===== config.mk =====
export PLATFORM = sky130hd
export DESIGN_NAME = hazard_ctrl
export DESIGN_NICKNAME = d
export VERILOG_FILES = /design/src/rtl/hazard_ctrl.sv
export SDC_FILE = /design/constraint.sdc
export NUM_CORES = 1
export LEC_CHECK = 0
export ABC_AREA = 1
export ABC_CLOCK_PERIOD_IN_PS = 3820
export CAP_MARGIN = 30
export CORE_AREA = 2 2 113 93
export CTS_CLUSTER_SIZE = 14
export DETAILED_ROUTE_END_ITERATION = 8
export DIE_AREA = 0 0 115 95
export MAX_ROUTING_LAYER = met4
export PLACE_DENSITY = 0.56
export SLEW_MARGIN = 5
export SYNTH_ARGS = -nofsm -noshare
export SYNTH_HDL_FRONTEND = slang
export SYNTH_SLANG_ARGS = --single-unit

===== constraint.sdc =====
create_clock -name clk -period 3.82 [get_ports clk]
set_input_delay 0.764 -clock clk [delete_from_list [all_inputs] [get_ports clk]]
set_output_delay 0.764 -clock clk [all_outputs]
set_load 0.02 [all_outputs]

===== src/rtl/hazard_ctrl.sv =====
// -----------------------------------------------------------------------------
// hazard_ctrl
//   Pipeline sequencing controller for a 5-stage CPU. Generates the PC and
//   IF_ID write enables, the IF_ID and ID_EX flushes, and an EX hold. It covers
//   the cases that forwarding cannot resolve:
//     - load-use hazards (load in EX feeding the instruction in ID)
//     - taken branches resolved in EX
//     - jumps decoded in ID
//     - multi-cycle EX operations (mult/div)
//   The control outputs are combinational, so a stall takes effect in the same
//   cycle as the event that causes it. Only the FSM state, the multi-cycle
//   down-counter and the stall statistic are registered.
//
// Parameters
//   MC_CYCLES  total EX cycles a multi-cycle op occupies (2 .. 2**CNT_W-1)
//   CNT_W      width of the multi-cycle down-counter
//
// Ports
//   clk               in   1   clock, rising edge
//   rst_n             in   1   asynchronous reset, active low
//   ID_Rs             in   5   rs field of the instruction in ID
//   ID_Rt             in   5   rt field of the instruction in ID
//   ID_UseRt          in   1   instruction in ID reads rt as a source
//   ID_Jump           in   1   jump (j/jal/jr/jalr) decoded in ID
//   EX_MemRead        in   1   instruction in EX is a load
//   EX_WriteRegister  in   5   destination register of the instruction in EX
//   EX_MultiCycle     in   1   instruction in EX is mult/div (held while in EX)
//   EX_BranchTaken    in   1   branch in EX resolved taken
//   PC_Write          out  1   PC register load enable
//   IF_ID_Write       out  1   IF_ID register load enable
//   IF_ID_Flush       out  1   replace IF_ID contents with a NOP
//   ID_EX_Flush       out  1   replace ID_EX contents with a bubble
//   EX_Hold           out  1   hold ID_EX, write a bubble into EX_MEM
//   MC_Done           out  1   one-cycle pulse: multi-cycle result valid
//   Busy              out  1   a multi-cycle op is draining (MC_BUSY)
//   StallCount        out  32  cycles with PC_Write=0 since reset (wraps)
// -----------------------------------------------------------------------------
module hazard_ctrl #(
  parameter int MC_CYCLES = 32,
  parameter int CNT_W     = 6
) (
  input  logic        clk,
  input  logic        rst_n,
  input  logic [4:0]  ID_Rs,
  input  logic [4:0]  ID_Rt,
  input  logic        ID_UseRt,
  input  logic        ID_Jump,
  input  logic        EX_MemRead,
  input  logic [4:0]  EX_WriteRegister,
  input  logic        EX_MultiCycle,
  input  logic        EX_BranchTaken,
  output logic        PC_Write,
  output logic        IF_ID_Write,
  output logic        IF_ID_Flush,
  output logic        ID_EX_Flush,
  output logic        EX_Hold,
  output logic        MC_Done,
  output logic        Busy,
  output logic [31:0] StallCount
);

  typedef enum logic {
    ST_RUN     = 1'b0,
    ST_MC_BUSY = 1'b1
  } state_t;

  // The first EX cycle of a multi-cycle op is spent in RUN, so the counter
  // is loaded with the number of cycles that remain after it.
  localparam logic [CNT_W-1:0] MC_LOAD = CNT_W'(MC_CYCLES - 1);
  localparam logic [CNT_W-1:0] CNT_ONE = CNT_W'(1);

  state_t           r_state;
  state_t           w_state_nxt;
  logic [CNT_W-1:0] r_cnt;
  logic [CNT_W-1:0] w_cnt_nxt;
  logic [31:0]      r_stall_count;
  logic             w_load_use;
  logic             w_stall;

  // Writes to $0 are discarded, so a load to $0 can never create a hazard.
  // rt only matters when the ID instruction actually reads it.
  assign w_load_use = EX_MemRead && (EX_WriteRegister != 5'd0) &&
                      ((EX_WriteRegister == ID_Rs) ||
                       (ID_UseRt && (EX_WriteRegister == ID_Rt)));

  // NOTE: every signal written here receives a default before any branch,
  // so no path leaves a value unassigned and no latch is inferred.
  always_comb begin
    PC_Write    = 1'b1;
    IF_ID_Write = 1'b1;
    IF_ID_Flush = 1'b0;
    ID_EX_Flush = 1'b0;
    EX_Hold     = 1'b0;
    MC_Done     = 1'b0;
    Busy        = 1'b0;
    w_state_nxt = r_state;
    w_cnt_nxt   = r_cnt;

    if (!rst_n) begin
      // Keep the front of the pipeline frozen and flushed while in reset.
      PC_Write    = 1'b0;
      IF_ID_Write = 1'b0;
      IF_ID_Flush = 1'b1;
      ID_EX_Flush = 1'b1;
      w_state_nxt = ST_RUN;
      w_cnt_nxt   = '0;
    end else begin
      unique case (r_state)
        ST_RUN: begin
          if (EX_BranchTaken) begin
            // Both younger instructions are on the wrong path; a jump or a
            // load-use stall in ID is moot because ID is being squashed.
            IF_ID_Flush = 1'b1;
            ID_EX_Flush = 1'b1;
          end else if (EX_MultiCycle) begin
            PC_Write    = 1'b0;
            IF_ID_Write = 1'b0;
            EX_Hold     = 1'b1;
            w_cnt_nxt   = MC_LOAD;
            w_state_nxt = ST_MC_BUSY;
          end else if (w_load_use) begin
            // One bubble into EX; the jump (possibly a jr on the loaded
            // register) is taken on the following cycle once the data is
            // forwardable.
            PC_Write    = 1'b0;
            IF_ID_Write = 1'b0;
            ID_EX_Flush = 1'b1;
          end else if (ID_Jump) begin
            IF_ID_Flush = 1'b1;
          end
        end

        ST_MC_BUSY: begin
          Busy = 1'b1;
          if (r_cnt > CNT_ONE) begin
            PC_Write    = 1'b0;
            IF_ID_Write = 1'b0;
            EX_Hold     = 1'b1;
            w_cnt_nxt   = r_cnt - CNT_ONE;
          end else begin
            // Last EX cycle: result is valid and the pipeline advances.
            MC_Done     = 1'b1;
            w_cnt_nxt   = '0;
            w_state_nxt = ST_RUN;
          end
        end

        default: begin
          w_state_nxt = ST_RUN;
          w_cnt_nxt   = '0;
        end
      endcase
    end
  end

  // During reset PC_Write is low, but those cycles are not counted.
  assign w_stall = rst_n && !PC_Write;

  // NOTE: sequential state uses non-blocking assignments so every register
  // samples the pre-edge values and the update order is irrelevant.
  always_ff @(posedge clk or negedge rst_n) begin
    if (!rst_n) begin
      r_state <= ST_RUN;
      r_cnt   <= '0;
    end else begin
      r_state <= w_state_nxt;
      r_cnt   <= w_cnt_nxt;
    end
  end

  // Free-running statistic; natural 32-bit overflow provides the wrap.
  always_ff @(posedge clk or negedge rst_n) begin
    if (!rst_n) begin
      r_stall_count <= '0;
    end else if (w_stall) begin
      r_stall_count <= r_stall_count + 32'd1;
    end
  end

  assign StallCount = r_stall_count;

endmodule


# Word level (Yosys, flattened, before mapping)
# Index checks and enable logic that the tools add are counted.
[word_totals] output_inout_bits=39 regBits=39 word_cells=50 inputBits=22
[classes] reduce_logical=8 n_addsub=2 mux=31 n_eq_ne=4 n_lt_le_gt_ge=1 n_bitwise=1
[op_table] cell="adder 32 x 1 -> 32 bit (second input constant)" n=1
[op_table] cell="2-to-1 mux 1 bit" n=24
[op_table] cell="2-to-1 mux 6 bit" n=4
[op_table] cell="one-hot mux 6 bit (2 select lines)" n=1
[op_table] cell="== test 5 bit" n=2
[op_table] cell="greater-than comparator 6 x 1 -> 1 bit (second input constant)" n=1
[op_table] cell="!= test 3 bit (second input constant)" n=2
[op_table] cell="subtractor 6 x 1 -> 6 bit (second input constant)" n=1
[op_table] cell="nonzero test 5 bit" n=1
[op_table] cell="logical AND 1 bit" n=4
[op_table] cell="one-hot mux 1 bit (2 select lines)" n=2
[op_table] cell="AND reduction 2 bit" n=1
[op_table] cell="zero test 1 bit" n=1
[op_table] cell="logical OR 1 bit" n=1
[op_table] cell="inverter 1 bit" n=1

# Logic depth before layout (Yosys ltp)
[logic_depth] ltp_word=11 ltp_mapped=12

# Worst setup path after synthesis
# OpenSTA, ideal clock, no wires.
[synth_timing] kind="input port to output port" from="in EX_WriteRegister[2]" to="out PC_Write" n_path_buf=2 stages=9 t_required_ps=3056 path_slack_ps=1035 arrival_time_ps=2021 cell_sequence="nor2_1 nand3_1 o21ai_1 inv_1 nand3_2 nand2_4 buf_4 a21oi_1 buf_4"
[synth_via] elab_chain_len=9 word_cells_on_any_way=12 cone_classes="eq/ne: 2; mux: 5; reduce/logical: 5"
[synth_lines] element="from (decl)" line="49" source="input logic [4:0] EX_WriteRegister,"
[synth_lines] element="== test 5 bit" line="84" source="(ID_UseRt && (EX_WriteRegister == ID_Rt)));"
[synth_lines] element="logical AND 1 bit" line="84"
[synth_lines] element="logical OR 1 bit" line="83" source="((EX_WriteRegister == ID_Rs) ||"
[synth_lines] element="logical AND 1 bit (*)" line="82" source="assign w_load_use = EX_MemRead && (EX_WriteRegister != 5'd0) &&"
[synth_lines] element="2-to-1 mux 1 bit (*) (3 in series)"
[synth_lines] element="one-hot mux 1 bit (2 select lines) (*)"
[synth_lines] element="2-to-1 mux 1 bit (*)"
[synth_lines] element="to (decl)" line="52" source="output logic PC_Write,"
# Every way passes the cells marked *; elsewhere a longest branch is shown, timed or not.

# Final worst setup path
[layout_timing] from="in EX_WriteRegister[2]" to="out IF_ID_Write"
[layout_via] elab_chain_len=9 word_cells_on_any_way=12 cone_classes="eq/ne: 2; mux: 5; reduce/logical: 5"
[layout_lines] element="== test 5 bit" line="84"
[layout_lines] element="logical AND 1 bit" line="84"
[layout_lines] element="logical OR 1 bit" line="83"
[layout_lines] element="logical AND 1 bit (*)" line="82"
[layout_lines] element="2-to-1 mux 1 bit (*)" line="121" source="end else if (w_load_use) begin"
[layout_lines] element="2-to-1 mux 1 bit (*)" line="115" source="end else if (EX_MultiCycle) begin"
[layout_lines] element="2-to-1 mux 1 bit (*)" line="110" source="if (EX_BranchTaken) begin"
[layout_lines] element="one-hot mux 1 bit (2 select lines) (*)" line="108" source="unique case (r_state)"
[layout_lines] element="2-to-1 mux 1 bit (*)" line="99" source="if (!rst_n) begin"
[layout_lines] element="to (decl)" line="53" source="output logic IF_ID_Write,"
# Marked as above.

==> impl_metrics.toml <==
[clock_tree]
cts_resized = 0
htree_levels = 2
cts_num_sinks = 39
clk_latency_ps = 290
clk_pin_slew_ps = 60
root_buffer = "clkbuf_16"
cts_tree = "done"
cts_buffer_depth = 2
cts_buffers = 5
cts_hold_buf = 0
cts_setup_buffers = 0

[global_routing]
grt_pass1_vias = 2791
grt_first_pass_wirelength_microns = 13710
track_usage_pct = 16.33
met2_usage_pct = 23.28
top_usage_layer = "met1"
met3_usage_pct = 2.246
antenna_found_initial = 0
use_met1_pct = 24.05
grt_max_degree = 35
grt.overflow.total = 0

[status]
status = "completed"

[worst_setup_path]
cp_max_fo = 4
cp.buffers_inverters = 3
startpoint_type = "primary input"
slowest_stage = "clkdlybuf4s50_1"
crit_required_ps = 3060
crit_top_cell = "clkdlybuf4s50_1"
cp.arrival_ps = 2640
criticalPathCategory = "primary input to output pin"
cp_top_family = "buffers and inverters"
critPathCaptureType = "output pin"
worstPathCellList = "clkdlybuf4s50_1 -> nor2_1 -> nand3_1 -> o21ai_1 -> inv_1 -> nand3_2 -> nand2_4 -> a21oi_1 -> clkdlybuf4s50_1"
cp_slowest_stage_delay_ps = 640

[cells_and_area]
area.sequential_sq_um = 975.9
drive_gt1_share_pct = 5.894
diodes = 0
multi_input_area_sq_um = 1672
nFillCells = 1041
fin_nets = 533
synthToLayoutAreaGrowth_pct = 29.92

[pwr]
sw_frac_of_total_pct = 30.52
combinationalPowerShare_pct = 22.4
clock_power_share_pct = 39.6
ir_worst_vdd_mv = 0.1561
total_power_mw = 1.283
leakagePower_nw = 1.827
switchingPower_mw = 0.3914
power_density_nw_per_um2 = 341.1
sequentialPowerShare_pct = 38.1
intPower_mw = 0.8911

[place]
dp_hpwl_microns = 6150
port_buffers = 60
globalplace.congestion = 0.9345

[synth]
async_flop_share_pct = 100.0
yosys-top-cells-count = "nand2_1 (187), nor2_1 (52), nand3_1 (42), dfrtp_1 (39), inv_1 (37)"
synthFlopType = "dfrtp_1"
ys_warn_count = 0
synth_edf_count = 0
ys_top_cells_by_area = "dfrtp_1 (34%), nand2_1 (24%), nand3_1 (7.3%)"
synth.top_cell.area_share_pct = 33.72
synth_seq_area_share_pct = 33.72
synth.net_count = 474
syn_inst = 449
synth_top_area_cell = "dfrtp_1"
synth_cell_type_count = 28
synth_area_sq_um = 2894
synth_seq_cells = 39
postSynthAreaPerCell_sq_um = 6.445
synth_most_common_cell = "nand2_1"

[routing]
ant_nets = 0
drt_iter0_drc = 192
wl_per_cell_microns = 12.77
vias = 2881
via_per_inst = 4.566
drc = 0
firstDrtPassIters = 4
drt_wl_total_microns = 8060

[die]
die_height_microns = 95
rows = 33
chipWidth_microns = 115
dieArea_sq_um = 10930
coreArea_sq_um = 9910
boundaryPins = 61
start_util_pct = 29.20

[timing]
finalClockSkew_ps = 9.033
final-hold-violation-count = 0
maxSlewViolCount = 0
worst_pin_slew_ps = 655.7
max_freq_mhz = 293.9
slew_headroom_pct = 56.22
setup_tns_ps = 0
min_period_ps = 3402
rsz0062_at_grt = "no"
finalCritPeriodShare_pct = 89.06
setup_viol = 0

[min_path]
hold_path.class = "primary input to async pin"

[job]
drv_cap = 0
[through the flow]
step	hold slack (ps)	std cells	setup slack (ps)	area [sq um]	util, %
6_report	334.3	631	417.9	3760	37.94
5_1_grt	335.7	631	261.1	3760	37.94
4_1_cts	338.5	631	433.7	3760	37.94
3_5_place_dp	520.3	623	451.0	3582	36.15
3_3_place_gp	498.2	623	442.3	3582	36.15
2_1_floorplan	468.4	449	1035	2894	-
[routing by layer]
metal,vias up,wire length [microns],share of wire (%)
met5,-,0,0
met4,0,96,1.2
met3,10,481,6.0
met2,72,3365,42
met1,1273,4118,51
li1,1526,-,-
[state kept, by name (all words and copies together) (netlist names)]
| signal | flops |
|---|---|
| r_state | 1 |
| StallCount | 32 |
| r_cnt | 6 |
[cell families after synthesis]
family          count (synthesis)  share of synthesized area, %
simple gates                  318                         47.99
buf+inv                        54                         8.517
flops                          39                         33.72
xor+xnor                       18                         5.448
compound gates                 17                         3.026
fa+ha+maj                       3                         1.297
[worst paths after layout]
kind,start,end,depth (start not counted),slack [ps]
worst min register to register,StallCount[31],StallCount[31],2,530
max in group asynchronous,rst_n,StallCount[16],2,2910
worst min-delay path,rst_n,r_state,1,330
min in group clk,StallCount[31],StallCount[31],2,530
worst max-delay path,EX_WriteRegister[2],IF_ID_Write,9,420
worst max register to register,r_cnt[0],StallCount[18],10,1570
[worst register-to-register path, delay by kind of cell (launching register included)]
family	cells	cell delay [ps]
AND/OR/NAND/NOR	6	840
buffers and inverters	2	570
flip-flops	1	370
adder cells (fa/ha/maj)	1	240
AO/OA/AOI/OAI	1	120
[power groups by stage]
stage | Clock, mW | Sequential (mW) | Combinational (mW)
6_report | 0.508 | 0.488 | 0.287
2_1_floorplan | 0 | 0.514 | 0.155
3_3_place_gp | 0 | 0.496 | 0.287
4_1_cts | 0.515 | 0.488 | 0.290
5_1_grt | 0.533 | 0.494 | 0.325
3_5_place_dp | 0 | 0.495 | 0.288
[layout make-up]
| type | count | area share, % |
|---|---|---|
| flip-flops and latches | 39 | 25.96 |
| repair buffers | 63 | 16.44 |
| clock buffers | 6 | 3.694 |
| inverters | 43 | 4.359 |
| multi-input cells | 356 | 44.46 |
| well taps | 122 | 4.060 |
| clock inverters | 2 | 1.032 |
[cell usage in the layout (no fill, tap or decap), types with 2 or more instances in the layout]
cell,netlist,routed
inv_1,37,37
o21ai_0,11,11
xnor2_1,3,3
o21ai_1,2,2
ha_1,3,3
dfrtp_1,39,39
xor2_1,15,15
a21oi_1,3,3
nor2_1,52,52
inv_2,5,5
nand3_2,2,2
clkbuf_16,0,5
nand3b_1,12,12
nor2_2,2,2
nand2_2,2,2
nor3_1,8,8
nand2_4,2,2
nand3_1,42,42
nand2_1,187,187
clkdlybuf4s50_1,0,59
nor2_4,2,2
buf_4,4,3
nand4_1,5,5
Note: power is estimated with default switching activity, not from simulation.
